## config.mk

```make
export PLATFORM = sky130hd
export DESIGN_NAME = vga_plotter
export DESIGN_NICKNAME = d
export VERILOG_FILES = /design/src/rtl/vga_plotter_pkg.sv /design/src/rtl/vga_plotter_fifo.sv /design/src/rtl/vga_plotter.sv
export SDC_FILE = /design/constraint.sdc
export NUM_CORES = 1
export LEC_CHECK = 0
export CAP_MARGIN = 20
export CORE_MARGIN = 2
export CORE_UTILIZATION = 37
export CTS_CLUSTER_SIZE = 10
export DETAILED_ROUTE_END_ITERATION = 10
export SYNTH_ARGS = -nofsm -noshare
export SYNTH_HDL_FRONTEND = slang
export SYNTH_SLANG_ARGS = --single-unit
```

## constraint.sdc

```tcl
create_clock -name clk -period 2.55 [get_ports clk]
set_input_delay 0.6375 -clock clk [delete_from_list [all_inputs] [get_ports clk]]
set_output_delay 0.6375 -clock clk [all_outputs]
set_load 0.1 [all_outputs]
```

## src/rtl/vga_plotter_pkg.sv

```systemverilog
// vga_plotter_pkg: screen limits, field widths, FIFO entry layout and FSM states shared by the plotter
package vga_plotter_pkg;
    localparam int CW = 15;
    localparam int XW = 8;
    localparam int YW = 7;
    localparam logic [XW-1:0] X_MAX = 8'd160;
    localparam logic [YW-1:0] Y_MAX = 7'd120;
    localparam logic [XW-1:0] X_LAST = X_MAX - 1'b1;
    localparam logic [YW-1:0] Y_LAST = Y_MAX - 1'b1;
    typedef struct packed {
        logic [CW-1:0] colour;
        logic [XW-1:0] x;
        logic [YW-1:0] y;
    } entry_t;
    localparam int EW = $bits(entry_t);
    typedef enum logic [1:0] {IDLE, DRAIN, FILL} state_t;
endpackage

```

## src/rtl/vga_plotter_fifo.sv

```systemverilog
// vga_plotter_fifo: DEPTH-entry synchronous FIFO of packed pixel entries
// Ports: clk/rst_n, push_i/data_i enqueue, pop_i dequeue, data_o head entry, count_o occupancy.
// The user never pushes when full nor pops when empty.
module vga_plotter_fifo
    import vga_plotter_pkg::*;
#(
    parameter int DEPTH = 4,
    localparam int AW = $clog2(DEPTH)
) (
    input  logic          clk,
    input  logic          rst_n,
    input  logic          push_i,
    input  logic          pop_i,
    input  logic [EW-1:0] data_i,
    output logic [EW-1:0] data_o,
    output logic [AW:0]   count_o
);
    logic [EW-1:0] mem_q [DEPTH];
    logic [AW-1:0] wr_q, rd_q;
    logic [AW:0]   count_q;
    always_ff @(posedge clk)
        if (push_i) mem_q[wr_q] <= data_i;
    always_ff @(posedge clk or negedge rst_n) begin
        if (!rst_n) begin
            wr_q    <= '0;
            rd_q    <= '0;
            count_q <= '0;
        end else begin
            if (push_i) wr_q <= wr_q + 1'b1;
            if (pop_i) rd_q <= rd_q + 1'b1;
            count_q <= count_q + (AW+1)'(push_i) - (AW+1)'(pop_i);
        end
    end
    assign data_o  = mem_q[rd_q];
    assign count_o = count_q;
endmodule

```

## src/rtl/vga_plotter.sv

```systemverilog
// vga_plotter: buffers plot requests and screen fills, issuing one registered pixel write per cycle
// Ports: clk/rst_n; plot_req_i, fill_req_i with vga_color_i/vga_x_i/vga_y_i requests;
// ready_o accept, busy_o work pending, dropped_o sticky reject; out_* pixel write to the VGA adapter.
module vga_plotter
    import vga_plotter_pkg::*;
#(
    parameter int DEPTH = 4
) (
    input  logic          clk,
    input  logic          rst_n,
    input  logic          plot_req_i,
    input  logic          fill_req_i,
    input  logic [CW-1:0] vga_color_i,
    input  logic [XW-1:0] vga_x_i,
    input  logic [YW-1:0] vga_y_i,
    output logic          ready_o,
    output logic          busy_o,
    output logic          dropped_o,
    output logic          out_write_o,
    output logic [CW-1:0] out_colour_o,
    output logic [XW-1:0] out_x_o,
    output logic [YW-1:0] out_y_o
);
    localparam int AW = $clog2(DEPTH);
    localparam logic [AW:0] FULL = (AW+1)'(DEPTH);
    localparam logic [AW:0] ONE = (AW+1)'(1);
    state_t        state_q;
    logic [CW-1:0] fill_colour_q;
    logic [XW-1:0] fx_q;
    logic [YW-1:0] fy_q;
    logic          fill_done_q, dropped_q, out_write_q;
    entry_t        out_q;
    logic [AW:0]   count;
    logic [EW-1:0] head;
    logic          push, pop, fill_go, drop, in_range, sweep;
    assign ready_o  = (state_q == IDLE) && (count < FULL);
    assign busy_o   = (count != '0) || (state_q != IDLE);
    assign in_range = (vga_x_i < X_MAX) && (vga_y_i < Y_MAX);
    assign fill_go  = fill_req_i && ready_o;
    // a fill wins over a coincident plot
    assign push     = plot_req_i && ready_o && !fill_req_i && in_range;
    assign drop     = (plot_req_i && !push) || (fill_req_i && !ready_o);
    assign pop      = (count != '0) && (state_q != FILL);
    // fill_done_q marks the extra FILL cycle that lets the last pixel's write finish before ready rises
    assign sweep    = (state_q == FILL) && !fill_done_q;
    vga_plotter_fifo #(.DEPTH(DEPTH)) u_fifo (
        .clk    (clk),
        .rst_n  (rst_n),
        .push_i (push),
        .pop_i  (pop),
        .data_i ({vga_color_i, vga_x_i, vga_y_i}),
        .data_o (head),
        .count_o(count)
    );
    always_ff @(posedge clk or negedge rst_n) begin
        if (!rst_n) begin
            state_q       <= IDLE;
            fill_colour_q <= '0;
            fx_q          <= '0;
            fy_q          <= '0;
            fill_done_q   <= 1'b0;
            dropped_q     <= 1'b0;
            out_write_q   <= 1'b0;
            out_q         <= '0;
        end else begin
            dropped_q   <= dropped_q || drop;
            out_write_q <= pop || sweep;
            if (pop) out_q <= entry_t'(head);
            else if (sweep) out_q <= '{colour: fill_colour_q, x: fx_q, y: fy_q};
            case (state_q)
                IDLE:
                    if (fill_go) begin
                        fill_colour_q <= vga_color_i;
                        // the head pops this cycle, so only more than one entry needs draining
                        state_q <= (count > ONE) ? DRAIN : FILL;
                    end
                DRAIN:
                    if (count == ONE) state_q <= FILL;
                FILL:
                    if (fill_done_q) begin
                        state_q     <= IDLE;
                        fill_done_q <= 1'b0;
                    end else begin
                        fx_q        <= (fx_q == X_LAST) ? '0 : fx_q + 1'b1;
                        if (fx_q == X_LAST) fy_q <= (fy_q == Y_LAST) ? '0 : fy_q + 1'b1;
                        fill_done_q <= (fx_q == X_LAST) && (fy_q == Y_LAST);
                    end
                default: state_q <= IDLE;
            endcase
        end
    end
    assign dropped_o    = dropped_q;
    assign out_write_o  = out_write_q;
    assign out_colour_o = out_q.colour;
    assign out_x_o      = out_q.x;
    assign out_y_o      = out_q.y;
endmodule

```

# Word-level counts from Yosys, hierarchy flattened
# Memory sizes are Yosys's and may differ from the RTL's.
# Index checks and enable logic that the tools add are counted.
[op_classes]
n_bitwise = 1
add_sub_neg = 6
n_lt_le_gt_ge = 4
n_eq_ne = 9
mux = 12
reduce_logical = 27
[op_table]
columns = ["cell", "n"]
rows = [
  ["$mux W30", 2],
  ["$logic_and A1 B1 Y1", 11],
  ["$add A8 B1 Y8 const B", 1],
  ["$eq A8 B8 Y1 const B", 1],
  ["$lt A8 B8 Y1 const B", 1],
  ["$mux W2", 4],
  ["$mux W8", 1],
  ["$ne A2 B2 Y1 const B", 4],
  ["$add A7 B1 Y7 const B", 1],
  ["$eq A7 B7 Y1 const B", 1],
  ["$lt A7 B7 Y1 const B", 1],
  ["$mux W7", 1],
  ["$pmux W2 S3", 1],
  ["$reduce_and A3 Y1", 2],
  ["$add A2 B1 Y2 const B", 2],
  ["$logic_not A1 Y1", 4],
  ["$logic_or A1 B1 Y1", 4],
  ["$reduce_and A2 Y1", 2],
  ["$reduce_bool A2 Y1", 2],
  ["$add A3 B1 Y3", 1],
  ["$eq A3 B1 Y1 const B", 1],
  ["$gt A3 B1 Y1 const B", 1],
  ["$lt A3 B3 Y1 const B", 1],
  ["$mux W1", 3],
  ["other kinds (6)", 6],
]
[totals]
register_bits = 72
out_inout_bits = 34
input_bits = 34
mem_bits_rw = 120
memories = 1
word_cells = 73
[mem_list]
columns = ["name", "words", "width", "rd", "rd_clocked_by_memory_dff", "write_ports", "line", "rtl"]
rows = [
  ["u_fifo.mem_q", 4, 30, 1, 0, 1, "vga_plotter_fifo.sv:18", "logic [EW-1:0] mem_q [DEPTH];"],
]

# Logic depth before layout (Yosys ltp)
# Gate-level depths: netlist (run 1).
[logic_depth]
depth_word = 9
mapped_depth = 7
mapped_depth_nobuf = 7

# Hierarchy
# From an unflattened synthesis (run 1), not the netlist that was laid out.
[hier_totals]
hier_cells = 427
hier_area_um2 = 7626.1
[by_module_without_submodules]
columns = ["mod", "cells_each", "seq_area_each_um2", "area_each_um2", "instances"]
rows = [
  ["vga_plotter_fifo", 189, 3778.6, 4747.1, 1],
  ["vga_plotter", 238, 1626.6, 2879.0, 1],
]

# Worst setup path after synthesis (run 1)
# Ideal clock, no wire load.
[synth_path]
path_type = "flip-flop to flip-flop"
from = "register state_q[1]"
to = "memory u_fifo.mem_q[0][0] (netlist bit), enable pin"
path_buffers = 0
required_ps = 2160
arrival_ps = 3130
period_less_slack_ps = 3520
stages_incl_launch_ff = 5
setup_ps = 390
slack_ps = -970
cell_sequence = "dfrtp_1 -> nor3_2 -> nand2_2 -> nor4b_4 -> and2_1"
[synth_via]
elab_chain_cells = 7
[synth_rtl]
columns = ["item", "line", "rtl"]
rows = [
  ["start: declaration", "vga_plotter.sv:27", "state_t state_q;"],
  ["start signal: assignment", "vga_plotter.sv:75", "state_q <= (count > ONE) ? DRAIN : FILL;"],
  ["$logic_not A2 Y1", "vga_plotter.sv:36", "assign ready_o = (state_q == IDLE) && (count < FULL);"],
  ["$logic_and A1 B1 Y1", "vga_plotter.sv:36", ""],
  ["via ready_o", "vga_plotter.sv:16", "output logic ready_o,"],
  ["$logic_and A1 B1 Y1 (3 in series)", "vga_plotter.sv:41", "assign push = plot_req_i && ready_o && !fill_req_i && in_range;"],
  ["via push", "vga_plotter.sv:35", "logic push, pop, fill_go, drop, in_range, sweep;"],
  ["$mux W1", "vga_plotter_fifo.sv:22", "if (push_i) mem_q[wr_q] <= data_i;"],
  ["$mux W1 (implied by the code)", "vga_plotter_fifo.sv:22", ""],
  ["end: declaration", "vga_plotter_fifo.sv:18", ""],
]
# The timed path passes the listed nets, and every way through them passes these cells.

# Worst setup path in the final report (run 1)
[layout_path]
from = "register state_q[1]"
to = "output busy_o"
[layout_via]
elab_chain_cells = 2
[layout_rtl]
columns = ["item", "line", "rtl"]
rows = [
  ["$reduce_bool A2 Y1", "vga_plotter.sv:37", "assign busy_o = (count != '0) || (state_q != IDLE);"],
  ["$logic_or A1 B1 Y1", "vga_plotter.sv:37", ""],
  ["end: declaration", "vga_plotter.sv:17", "output logic busy_o,"],
]
# No other way between the ends.

==> results.md, run 1 <==
* Met1 Usage GRT at 0.206
* Max IR drop VDD at 0.000486 V
* RR Endpoint: fy_q[3]
* Total power at 6.01 mW
* Power Density at 643 nW/um2
* Number of enable flip-flop cells after synthesis at 120
* Gr usage total at 0.154
* Drt total wl at 15,700 um
* Crit-path max cell delay at 0.45 ns
* Die Ht at 147 um
* NumNets Final at 554
* Commonest cells after routing, fill and taps aside: edfxtp_1, dfrtp_1, buf_4, clkdlybuf4s50_1
* Critical Path RT at 1.91 ns
* Via density at 5.13
* Register area share after synthesis at 0.710
* Clock Latency Late Sink at 0.42 ns
* Total number of vias at 4,064
* Commonest non-fill, non-tap cell in the layout: edfxtp_1
* Worst r2r src: fx_q[0]
* Combinational Power Share at 0.019
* Critical Path End Type: output port
* Startpoint Class: flop
* Gp weighted congestion at 0.756
* H-Tree Depth at 4
* DRT iter0 DRCs at 284
* Leakage at 3.54 nW
* Synth Flop Type: edfxtp_1
* Die area at 21,700 um2
* Hold Slack at 0.184 ns
* Register area at 5410 um2
* Area of the multi-input gates at 2070 um2
* NetSw at 1.23 mW
* Mapped Cells at 419
* Switching power share of the total at 0.205
* Share of layout cells above drive strength 1 at 0.287
* Io pins at 68
* Slowest library cell on the worst path: dfrtp_1
* Synth async-reset ratio at 0.375
* Clock-pin slew on the worst setup and hold paths at 0.07 ns
* Drt pass-1 iters at 4
* Clock Tree Root: clkbuf_16
* Clock network power share at 0.431
* Clk sink count at 192
* Dpl hpwl at 10,500 um
* Starting Density at 0.376
* Antenna Nets Post-Route at 0
* CP Class: reg -> out
* Port buffer count at 67
* TritonCTS clock tree: yes
* Clock Skew at 0.00824 ns
* Outcome: finished clean
* Antenna diodes at 0
* Worst Path Buf+Inv at 2
* Synthesized area at 7610 um2
* CTS Buffer Depth at 2
* P_int at 4.78 mW
* Routed len/inst at 19.8 um
* Initial antenna violation count at 0
* Cell family with most CP delay: simple AND/OR/NAND/NOR gates
* Reg-to-reg slack, setup at 0.48 ns
* Most Crowded Layer GR: met2
* Cells along the critical path: nor3_4 -> inv_1 -> or3_4 -> buf_12
* Area grow syn2layout at 22.9%
* Inserted Clock Buffers at 17
* Met2 usage at 0.259
* Routing usage on met3 at 0.0293
* Setup-failing EPs final at 0
* Final period util at 0.927
* Max Transition Viols Final at 0
* Hold Crit Class: in -> async
* Worst reg2reg path depth at 5
* Gr ovfl total at 0
* Min Tclk post-route at 2.36 ns
* Worst slew pin tran at 0.708 ns
* Global-route wire length before repair at 25,200 um
* Max_slew headroom at 0.527
* Pin count of the biggest net entering global routing at 37
* Hold Fails Final Rpt at 0
* Row count at 52
* Cts repair resizes at 0
* Syn_area_per_cell at 18.2 um2
* CORE AREA at 20,200 um2
* Drt drc at 0
* Number of max-cap violations at 0
* Max Clock Freq at 0.423 GHz
* RSZ-0062 raised after global routing: no
* Seq pwr share at 0.550
* Yosys warnings at 0
* Synth Net Count at 463
* Die X at 147 um
* Flops & latches, synth at 192
* Fillcell total at 1,725
* Vias in the first global route at 4,338
* Distinct cells, synth at 47
* Critical path arrival at 1.73 ns
* Critical Path Fanout Max at 5
==> flip-flops by register name, summed over array words and instances, names as in the netlist, 2 cells and up <==
name,cells
u_fifo.count_o,3
out_y_o,7
fy_q,7
out_colour_o,15
state_q,2
fx_q,8
u_fifo.wr_q,2
u_fifo.mem_q,120
fill_colour_q,15
out_x_o,8
u_fifo.rd_q,2
==> area by class of cell <==
| type | instances | share of cell area |
|---|---|---|
| sequential | 192 | 0.578 |
| multi-input combinational | 196 | 0.222 |
| timing repair buffer | 92 | 0.0984 |
| clock buffer | 19 | 0.0484 |
| tap | 270 | 0.0361 |
| clock inverter | 12 | 0.0135 |
| inverter | 11 | 0.00441 |
==> power groups by stage <==
stage | Combinational, mW | Sequential, mW | Clock (mW)
global placement | 0.112 | 3.37 | 0
detailed placement | 0.116 | 3.37 | 0
floorplan | 0.00264 | 3.38 | 0
finish | 0.113 | 3.31 | 2.59
CTS | 0.117 | 3.31 | 2.65
global route | 0.124 | 3.31 | 2.79
==> synthesized netlist by cell type, types with 6 or more instances <==
cell type | number | area, um2
edfxtp_1 | 120 | 3600
dfrtp_1 | 72 | 1800
and2_1 | 34 | 213
a221o_1 | 30 | 300
mux4_2 | 30 | 676
mux2_2 | 17 | 191
inv_1 | 11 | 41.3
ha_1 | 9 | 113
nor2_1 | 9 | 33.8
xnor2_1 | 9 | 78.8
clkbuf_1 | 7 | 26.3
nand2_1 | 7 | 26.3
nand4_1 | 6 | 37.5
==> worst register-to-register path, stage by stage (launching register included) <==
cell	delay, ns
dfrtp_1	0.42
ha_1	0.20
and3_1	0.25
and4_1	0.56
nand4_1	0.18
mux2_1	0.34
==> worst max-delay path by stage <==
stage | start | endpoint | slack (ns) | cells past startpoint
global placement | vga_y_i[6] | u_fifo.mem_q[3][2] | -0.04 | 7
global route | state_q[1] | busy_o | 0.1 | 4
finish | state_q[1] | busy_o | 0.19 | 4
detailed placement | vga_y_i[6] | u_fifo.mem_q[2][2] | -0.08 | 7
CTS | u_fifo.count_o[2] | busy_o | 0.01 | 4
floorplan | u_fifo.count_o[2] | u_fifo.mem_q[0][0] | -0.21 | 4
==> layer usage <==
layer	vias to the layer above	wire length, um
li1	1825	-
met1	2148	6720
met2	86	8260
met3	5	628
met4	0	95
met5	-	0
==> kinds of logic (layout without fill, tap and decap cells) <==
family	after synthesis	after routing	share of synthesized area
AOI/OAI and AO/OA	47	47	0.0546
xor gates and xnor gates	11	11	0.0127
adders and majority gates	10	10	0.0174
buffers and inverters	31	134	0.0210
DFF	192	192	0.710
muxes	52	52	0.121
and+or+nand+nor	76	76	0.0629
==> what timing repair did <==
| action | 4_1_cts | 5_1_grt |
|---|---|---|
| pin swaps | 1 | 1 |
| hold buffers | 0 | 0 |
| setup buffers | 0 | 2 |
| setup endpoints to repair | 1 | 1 |
==> per-stage QoR <==
| step | setup slack [ns] | TNS [ns] | util | std cells | instance area (um2) |
|---|---|---|---|---|---|
| 2_1_floorplan | -0.206 | -25.07 | - | 419 | 7630 |
| 3_3_place_gp | -0.0449 | -3.71 | 0.433 | 759 | 8760 |
| 3_5_place_dp | -0.0789 | -7.65 | 0.433 | 759 | 8760 |
| 4_1_cts | 0.00967 | 0 | 0.462 | 790 | 9340 |
| 5_1_grt | 0.0968 | 0 | 0.463 | 792 | 9360 |
| 6_report | 0.186 | 0 | 0.463 | 792 | 9360 |
Note: power is estimated with default switching activity, not from simulation.
==> run 2, diff against run 1 <==
==> constraint.sdc (replaced) <==
create_clock -name clk -period 2.79 [get_ports clk]
set_input_delay 0.6975 -clock clk [delete_from_list [all_inputs] [get_ports clk]]
set_output_delay 0.6975 -clock clk [all_outputs]
set_load 0.1 [all_outputs]
==> results.md, run 2 (synthesis results as in run 1) <==
* Die Ht at 147 um
* Number of max-cap violations at 0
* Clock Skew at 0.0117 ns
* Max Clock Freq at 0.393 GHz
* Via density at 5.18
* Area grow syn2layout at 21.8%
* Hold Buf Count CTS at 0
* Outcome: finished clean
* Total number of vias at 4,090
* Max_slew headroom at 0.583
* Critical Path End Type: output port
* Drt total wl at 15,500 um
* Drt drc at 0
* Setup_tns at 0 ns
* Inserted Clock Buffers at 17
* Min Tclk post-route at 2.54 ns
* Max FFs per register at 120
* Antenna Nets Post-Route at 0
* NumNets Final at 551
* Critical Path Fanout Max at 5
* Setup crit start: state_q[0]
* Max Transition Viols Final at 0
* DRT iter0 DRCs at 329
* Hold Fails Final Rpt at 0
* Antenna diodes at 0
* Setup-failing EPs final at 0
* Io pins at 68
* Setup Fix Bufs, Post-CTS at 0
* Biggest register: u_fifo.mem_q
* Clock-pin slew on the worst setup and hold paths at 0.07 ns
* Leakage at 3.51 nW
* Clk sink count at 192
* Gr usage total at 0.153
* Fillcell total at 1,701
* Area of the multi-input gates at 2070 um2
* Die area at 21,700 um2
* Worst reg2reg path depth at 5
* Max IR drop VDD at 0.000418 V
* Startpoint Class: flop
* H-Tree Depth at 4
* Clock Latency Late Sink at 0.43 ns
* Vias in the first global route at 4,309
* Setup crit end: busy_o
* Slowest library cell on the worst path: dfrtp_1
* Crit-path max cell delay at 0.47 ns
* RSZ-0062 raised after global routing: no
* Commonest non-fill, non-tap cell in the layout: edfxtp_1
* RR Endpoint: out_colour_o[2]
* Pin count of the biggest net entering global routing at 47
* CORE AREA at 20,200 um2
* Row count at 52
* Dpl hpwl at 10,500 um
* Worst slew pin tran at 0.626 ns
* Critical Path RT at 2.09 ns
* Gp weighted congestion at 0.745
* Routed len/inst at 19.7 um
* Share of layout cells above drive strength 1 at 0.283
* Commonest cells after routing, fill and taps aside: edfxtp_1, dfrtp_1, buf_4, clkdlybuf4s50_1
* Gr ovfl total at 0
* TritonCTS clock tree: yes
* Starting Density at 0.376
* Drt pass-1 iters at 4
* Cts repair resizes at 0
* Power Density at 587 nW/um2
* Worst r2r src: state_q[0]
* CP Class: reg -> out
* Hold Crit Class: in -> async
* Register area at 5410 um2
* Hold Slack at 0.284 ns
* Initial antenna violation count at 0
* Die X at 147 um
* Clock Tree Root: clkbuf_16
* Global-route wire length before repair at 25,200 um
* Critical path arrival at 1.85 ns
* CTS Buffer Depth at 2
* Port buffer count at 67
* Final period util at 0.912
* Reg-to-reg slack, setup at 0.67 ns
* Cells along the critical path: nor3_4 -> inv_1 -> or3_4 -> buf_4
## run 2: per-stage QoR
step	utilization	cell area, um2	setup slack (ns)	cells	total power, mW
final	0.458	9270	0.247	790	5.44
after global routing	0.458	9270	0.140	790	5.63
after global placement	0.430	8710	0.0929	758	3.18
after detailed placement	0.430	8710	0.0584	758	3.19
after floorplan	-	7630	0.0387	419	3.09
after CTS	0.458	9270	0.201	790	5.51
## run 2: worst min path at each step
stage | cells past startpoint | end | from | slack, ns
6_report | 1 | fill_colour_q[4] | rst_n | 0.28
5_1_grt | 1 | out_colour_o[14] | rst_n | 0.32
4_1_cts | 1 | fill_colour_q[4] | rst_n | 0.29
3_5_place_dp | 1 | out_colour_o[11] | out_colour_o[11] | 0.50
3_3_place_gp | 1 | out_colour_o[0] | fill_colour_q[0] | 0.49
2_1_floorplan | 0 | dropped_o | rst_n | 0.40
## run 2: cell type report
class / instances / area share
Clock buffer: 19 / 0.0478
Clock inverter: 13 / 0.0132
Inverter: 11 / 0.00445
Multi-Input combinational cell: 196 / 0.224
Sequential cell: 192 / 0.583
Tap cell: 270 / 0.0364
Timing Repair Buffer: 89 / 0.0915
## run 2: worst max-delay path, delay by kind of cell, from the launching register on
family	cells	cell delay, ns
DFF	1	0.47
and+or+nand+nor	2	0.62
buffers and inverters	2	0.34
## run 2: metal layers
metal,GRT usage,vias to the layer above,part of all wire
met5,0,-,0
met1,0.211,2161,0.46
met3,0.0302,17,0.039
li1,-,1825,-
met2,0.243,87,0.48
met4,0.0606,0,0.018
## run 2: power breakdown
| part | internal, mW | total, mW | switching (mW) |
|---|---|---|---|
| Sequential | 3.02 | 3.02 | 0 |
| Combinational | 0.0440 | 0.0997 | 0.0557 |
| Clock | 1.20 | 2.32 | 1.12 |
| Total | 4.27 | 5.44 | 1.17 |
